File: src/rtl/regbank_controller_pkg.sv
// Shared types and defaults for the register-bank write-port controller.
// Round-robin priority encoding and a small pointer-update helper.
`ifndef WIDTH
`define WIDTH 32
`endif
`ifndef REG_SEL
`define REG_SEL 5
`endif
`ifndef NUM_REGS
`define NUM_REGS 32
`endif
`ifndef PRI_ALU
`define PRI_ALU 1'b0
`endif
`ifndef PRI_MEM
`define PRI_MEM 1'b1
`endif

package regbank_controller_pkg;

    typedef enum logic {
        PTR_ALU = `PRI_ALU,
        PTR_MEM = `PRI_MEM
    } rr_ptr_e;

    // Priority passes to the other side after any grant; idle holds.
    function automatic rr_ptr_e next_ptr(
        input rr_ptr_e ptr,
        input logic    gnt_alu,
        input logic    gnt_mem
    );
        rr_ptr_e nxt;
        nxt = ptr;
        if (gnt_alu)
            nxt = PTR_MEM;
        else if (gnt_mem)
            nxt = PTR_ALU;
        return nxt;
    endfunction

endpackage

File: src/rtl/regbank_controller_rr_arbiter2.sv
// Two-way round-robin arbiter for the write port.
// Grants are combinational; the priority pointer is registered.
module rr_arbiter2
    import regbank_controller_pkg::*;
(
    input  logic clk,
    input  logic reset_n,
    input  logic req_alu,
    input  logic req_mem,
    output logic gnt_alu,
    output logic gnt_mem
);

    rr_ptr_e ptr;

    // A lone requester wins; on contention the pointer holder wins.
    always_comb begin
        gnt_alu = req_alu & (~req_mem | (ptr == PTR_ALU));
        gnt_mem = req_mem & (~req_alu | (ptr == PTR_MEM));
    end

    // Pointer rotates away from whoever was just granted.
    always_ff @(posedge clk or negedge reset_n) begin
        if (!reset_n)
            ptr <= PTR_ALU;
        else
            ptr <= next_ptr(ptr, gnt_alu, gnt_mem);
    end

endmodule

File: src/rtl/regbank_controller.sv
// Register-bank write-port controller: writeback arbitration,
// busy scoreboard, hazard detection and the registered write stage.
module regbank_controller
    import regbank_controller_pkg::*;
#(
    parameter int WIDTH    = `WIDTH,
    parameter int REG_SEL  = `REG_SEL,
    parameter int NUM_REGS = `NUM_REGS
) (
    input  logic                clk,
    input  logic                reset_n,
    input  logic                issue_valid,
    input  logic [REG_SEL-1:0]  issue_addr,
    input  logic [REG_SEL-1:0]  rd_addr_a,
    input  logic [REG_SEL-1:0]  rd_addr_b,
    output logic                hazard,
    input  logic                alu_valid,
    input  logic [REG_SEL-1:0]  alu_addr,
    input  logic [WIDTH-1:0]    alu_data,
    output logic                alu_ready,
    input  logic                mem_valid,
    input  logic [REG_SEL-1:0]  mem_addr,
    input  logic [WIDTH-1:0]    mem_data,
    output logic                mem_ready,
    output logic                rb_write_enable,
    output logic [REG_SEL-1:0]  rb_addr_z,
    output logic [WIDTH-1:0]    rb_data_z,
    output logic [NUM_REGS-1:0] busy,
    output logic                sb_error
);

    localparam logic [NUM_REGS-1:0] ONE =
        {{(NUM_REGS-1){1'b0}}, 1'b1};

    // Addresses beyond NUM_REGS read as not busy.
    function automatic logic bit_at(
        input logic [NUM_REGS-1:0] v,
        input logic [REG_SEL-1:0]  a
    );
        logic [NUM_REGS-1:0] s;
        s = v >> a;
        return s[0];
    endfunction

    logic                gnt_alu;
    logic                gnt_mem;
    logic                wb_fire;
    logic [REG_SEL-1:0]  wb_addr;
    logic [WIDTH-1:0]    wb_data;
    logic                wb_was_busy;
    logic                busy_hit;
    logic                pend_hit;
    logic                issue_ok;
    logic [NUM_REGS-1:0] set_vec;
    logic [NUM_REGS-1:0] clr_vec;

    rr_arbiter2 u_arb (
        .clk     (clk),
        .reset_n (reset_n),
        .req_alu (alu_valid),
        .req_mem (mem_valid),
        .gnt_alu (gnt_alu),
        .gnt_mem (gnt_mem)
    );

    assign alu_ready = gnt_alu;
    assign mem_ready = gnt_mem;

    // Select the granted writeback; a grant implies valid.
    always_comb begin
        wb_fire = gnt_alu | gnt_mem;
        wb_addr = gnt_alu ? alu_addr : mem_addr;
        wb_data = gnt_alu ? alu_data : mem_data;
        wb_was_busy = bit_at(busy, wb_addr);
    end

    // Stall on an outstanding write or on the write still in flight.
    always_comb begin
        busy_hit = bit_at(busy, rd_addr_a)
                 | bit_at(busy, rd_addr_b)
                 | bit_at(busy, issue_addr);
        pend_hit = rb_write_enable
                 & ((rb_addr_z == rd_addr_a)
                 |  (rb_addr_z == rd_addr_b)
                 |  (rb_addr_z == issue_addr));
        hazard   = busy_hit | pend_hit;
        issue_ok = issue_valid & ~hazard;
    end

    // One-hot scoreboard updates; set is applied after clear.
    always_comb begin
        set_vec = issue_ok ? (ONE << issue_addr) : '0;
        clr_vec = wb_fire  ? (ONE << wb_addr)    : '0;
    end

    // Scoreboard and sticky error flag.
    always_ff @(posedge clk or negedge reset_n) begin
        if (!reset_n) begin
            busy     <= '0;
            sb_error <= 1'b0;
        end else begin
            busy <= (busy & ~clr_vec) | set_vec;
            if (wb_fire && !wb_was_busy)
                sb_error <= 1'b1;
        end
    end

    // Registered write stage toward the register bank.
    always_ff @(posedge clk or negedge reset_n) begin
        if (!reset_n) begin
            rb_write_enable <= 1'b0;
            rb_addr_z       <= '0;
            rb_data_z       <= '0;
        end else begin
            rb_write_enable <= wb_fire;
            if (wb_fire) begin
                rb_addr_z <= wb_addr;
                rb_data_z <= wb_data;
            end
        end
    end

endmodule

File: config.mk
export PLATFORM = sky130hd
export DESIGN_NAME = regbank_controller
export DESIGN_NICKNAME = d
export VERILOG_FILES = /design/src/rtl/regbank_controller_pkg.sv /design/src/rtl/regbank_controller_rr_arbiter2.sv /design/src/rtl/regbank_controller.sv
export SDC_FILE = /design/constraint.sdc
export NUM_CORES = 1
export LEC_CHECK = 0
export ABC_AREA = 1
export BUFFER_PORTS_ARGS = -buffer_cell sky130_fd_sc_hd__clkbuf_2
export CORE_MARGIN = 2
export CORE_UTILIZATION = 40
export DETAILED_ROUTE_END_ITERATION = 10
export PLACE_DENSITY = 0.72
export SLEW_MARGIN = 15
export SYNTH_ARGS = -nofsm -noshare
export SYNTH_HDL_FRONTEND = slang
export SYNTH_SLANG_ARGS = --single-unit
export TNS_END_PERCENT = 10
File: constraint.sdc
create_clock -name clk -period 1.38 [get_ports clk]
set_input_delay 0.069 -clock clk [delete_from_list [all_inputs] [get_ports clk]]
set_output_delay 0.069 -clock clk [all_outputs]
set_load 0.05 [all_outputs]
; ---- Word-level counts from Yosys, hierarchy flattened
; Index checks and enable logic that the tools add are counted.
[classes]
muxes = 6
n_eq_ne = 3
addsub = 0
n_bitwise = 19
reduce_logical = 3
div = 0
n_lt_le_gt_ge = 0
shift = 6
mul = 0
[op_table]
columns = operator, count
row1 = $shr 32x5->1, 4
row2 = $mux 32, 3
row3 = $shl 1x5->32 const A, 2
row4 = $and 32x32->32, 1
row5 = $not 32->32, 1
row6 = $or 32x32->32, 1
row7 = $eq 5x5->1, 3
row8 = $or 1x1->1, 8
row9 = $mux 5, 1
row10 = $and 1x1->1, 4
row11 = $not 1->1, 4
row12 = $mux 1, 2
row13 = $reduce_bool 2->1, 1
row14 = $logic_and 1x1->1, 1
row15 = $logic_not 1->1, 1
[totals]
n_memories = 0
latchBits = 0
reg_bits = 72
inputBits = 94
ram_bits = 0
romBits = 0

; ---- Longest topological paths before layout
[logic_depth]
depth_word = 9
ltp_mapped = 14
ltp_nobuf = 12

; ---- By module
; From an unflattened synthesis, not the netlist that was laid out.
[unflattened]
cells_unflattened = 793
hier_area_um2 = 5171.2
[modules_own_cells]
columns = module, cells_per_inst, n_inst, area_each_um2
row1 = regbank_controller, 782, 1, 5107.4
row2 = rr_arbiter2, 11, 1, 63.8

; ---- Worst setup path after synthesis
; Ideal clock, no wire load.
[synth_timing]
path_type = flip-flop to output port
from = register busy[17]
to = output hazard
path_slack_ns = -0.555
path_stages_with_launch = 10
t_arrival_ns = 1.866
cell_sequence = dfrtp_1 -> inv_1 -> a21oi_1 -> o21ai_0 -> a21oi_1 -> nor2_2 -> nor2_2 -> nor2_4 -> buf_6 -> nand2_1
[synth_between]
elab_chain_len = 4
[synth_rtl]
columns = element, line_no
row1 = from (decl), regbank_controller.sv:28  ; output logic [NUM_REGS-1:0] busy,
row2 = from (signal assigned), regbank_controller.sv:102  ; busy <= (busy & ~clr_vec) | set_vec;
row3 = $shr 32x5->1, regbank_controller.sv:41  ; s = v >> a;
row4 = $or 1x1->1, regbank_controller.sv:80  ; | bit_at(busy, rd_addr_b)
row5 = $or 1x1->1 (*), regbank_controller.sv:81  ; | bit_at(busy, issue_addr);
row6 = $or 1x1->1 (*), regbank_controller.sv:86  ; hazard = busy_hit | pend_hit;
row7 = to (decl), regbank_controller.sv:16  ; output logic hazard,
; Every way passes the cells marked *; elsewhere a longest branch is shown, timed or not.

; ---- Final worst setup path
[layout_timing]
from = register busy[5]
to = output hazard
; The elaborated chain is that of the path after synthesis.

==> results.cfg <==
[outcome]
status = finished with violations
failed_checks = setup timing

[global_routing]
grt_pass1_wl_um = 33300
use_met3_pct = 5.17
grt_util_met2_pct = 45.4
gr-total-overflow = 0
antenna_found_initial = 0
use_met1_pct = 40.4
groute.usage.overall_pct = 29.4
grt_pass1_vias = 6515
busiest_layer = met2
grt_max_degree = 58

[power]
ir_drop_mv = 0.651
power_density_nw_per_um2 = 1290
p_leak_nw = 4.07

[routing]
drc = 0
via_per_inst = 5.31
drt_iter0_markers = 716
drtAntennaViolNets = 0
wl_per_cell_um = 16.9
drt_wl_total_um = 21200
vias = 6662
firstDrtPassIters = 6

[worst_setup_path]
slowest_stage = dfrtp_2
path_cells = inv_2, nand2_1, nand3_1, nand2_2, a21oi_2, nand2_1, nand3_2, nand2_2, nor2_4, buf_12, nand2_4, clkbuf_16
crit_cells = 12
reg2reg_to = busy[18]
crit_path_max_incr_delay_ps = 440
worstPathBufferInverterCount = 3
worstSetupPathType = flip-flop to output port
ff2ff_path_depth = 14
cp_top_family = simple AND/OR/NAND/NOR gates
worstReg2RegStart = busy[5]
worstPathArrival_ps = 1870
cp-start-kind = flip-flop
critPathMaxFanout = 3
end_kind = output port
rrSetupSlack_ps = -480
worstPathRequired_ps = 1310

[place]
dp_slack_ps = -383
place_area_um2 = 7200
dpl.hpwl_um = 15700
gp_congestion = 0.983
port_buffers = 167

[yosys]
netlist_area_um2 = 5290
yosysSeqAreaShare_pct = 34.1
synth_ff_type = dfrtp_1
synth.most_common_cell = nand2_1
yosysTopAreaCellShare_pct = 34.1
netlist_instances = 805
syn_nets = 899
synthTopCellsByArea = dfrtp_1, nand2_1, nor2_1
async_reset_ff_share_pct = 100
ys_ff_latch = 72
syn_area_per_cell_um2 = 6.57
synth_edf_count = 0
ys_types = 32
ys_warn_count = 0
yosys-top-cells-count = nand2_1, nor2_1, dfrtp_1, nand3_1, inv_1
synth_top_cell_by_area = dfrtp_1

[die]
start_util_pct = 41.4
io_pins = 168
die_w_um = 119
rows = 41
die_h_um = 119
core-area_um2 = 12800
dieArea_um2 = 14100

[final_layout]
fin_util_pct = 62.1
area_growth_pct = 50.1
nets = 1172
post_route_cells_drive_above_1_share_pct = 40.7
num_antenna_cells = 0
nFillCells = 1147
design_area_um2 = 7930

[cts]
worstSkewPairLatency_ps = 340
htree_levels = 3
clock-root-buffer = clkbuf_16
cts_num_sinks = 72
path_clk_slew_ps = 60
cts_buffers = 9
clockBufferDepth = 2
cts_tree = done

[timing]
max_freq_mhz = 516
setup_ws_ps = -557
period_needed_ps = 1940
setup_viol = 46
maxSlewHeadroom_pct = 78.0
maxSlewViolCount = 0
fin_crit_sh_pct = 140
skew_ps = 5.68
tightest_slew_ps = 330
rsz0062_at_grt = yes
hold_viol_final = 0

[worst_hold_path]
min_path_cells = 3
holdPathEnd = rb_data_z[26]
min-delay-start = mem_data[26]
hold_class = input port to flip-flop

[run]
max-cap-violations = 0
==> how the worst max path moves through the flow <==
stage,start,end,slack [ps]
after global routing,busy[25],hazard,-680
after floorplan,busy[13],busy[22],-190
final,busy[5],hazard,-560
after CTS,busy[3],hazard,-530
after global placement,busy[29],busy[18],-390
after detailed placement,busy[29],busy[18],-380
==> layout make-up <==
type | instances | area [um^2] | area share (%)
clock buffers | 11 | 253 | 3.19
clock inverters | 4 | 28.8 | 0.363
flip-flops and latches | 72 | 1850 | 23.3
well taps | 172 | 215 | 2.71
multi-input cells | 626 | 3090 | 39.0
inverters | 60 | 235 | 2.97
repair buffers | 309 | 2260 | 28.5
==> per-layer routing <==
layer	part of all wire (%)	vias up
met1	42	3048
met3	9.8	47
li1	-	3184
met2	46	383
met5	0	-
met4	2.5	0
==> kinds of logic (layout without fill, tap and decap cells) <==
| family | count (synthesis) | count (layout) | share of synthesized area, % |
|---|---|---|---|
| flops | 72 | 72 | 34.1 |
| buf+inv | 107 | 384 | 10.3 |
| compound gates | 113 | 113 | 13.4 |
| simple gates | 498 | 498 | 39.7 |
| xor+xnor | 14 | 14 | 2.32 |
| mux | 1 | 1 | 0.189 |
==> report_power, final <==
group          leakage [nW]  total (mW)  switching [mW]  internal [mW]
combinational          3.10        5.07            3.23           1.84
clock                 0.134        2.26           0.948           1.31
sequential            0.837        2.90           0.393           2.51
==> cells in the final DEF (no fill, tap or decap), types with 4 or more instances in the layout <==
cell type	n
buf_12	15
nor4_1	4
o21ai_0	32
dfrtp_1	35
o21ai_1	27
xor2_1	11
nand2_4	4
inv_2	26
buf_6	8
clkbuf_2	163
a21oi_1	6
o211ai_1	7
nor2_1	146
nand3_1	67
clkbuf_16	12
inv_4	4
nand4_1	32
buf_4	112
dfrtp_2	37
nand2_1	224
inv_1	29
o31ai_1	16
nand2_2	11
o31ai_2	16
==> state kept, by name (all words and copies together) (netlist names) <==
| register | flops |
|---|---|
| u_arb.ptr | 1 |
| busy | 32 |
| sb_error | 1 |
| rb_data_z | 32 |
| rb_write_enable | 1 |
| rb_addr_z | 5 |
==> repair_timing <==
item	CTS	global route
gates resized for setup	52	30
cloned	2	1
pin swaps	7	7
endpoints found under the setup margin	71	73
hold endpoints to repair	73	0
hold buffers	2	0
setup buffers	8	2
==> through the flow <==
stage               hold slack [ps]  TNS (ps)  total power [mW]  instances
finish                         4.07    -14150              10.2       1254
global route                   10.3    -19380              10.7       1254
CTS                            1.37    -13440              10.0       1251
detailed placement            -42.5    -11120              7.52       1224
global placement              -44.7    -10920              7.48       1224
floorplan                      -227     -5940              5.58        805
==> worst register-to-register path, delay by kind of cell (launching register included) <==
family	cells	cell delay, ps
flops	1	440
compound gates	1	120
simple gates	9	760
buf+inv	4	470
Power figures use the tool's default switching activity.
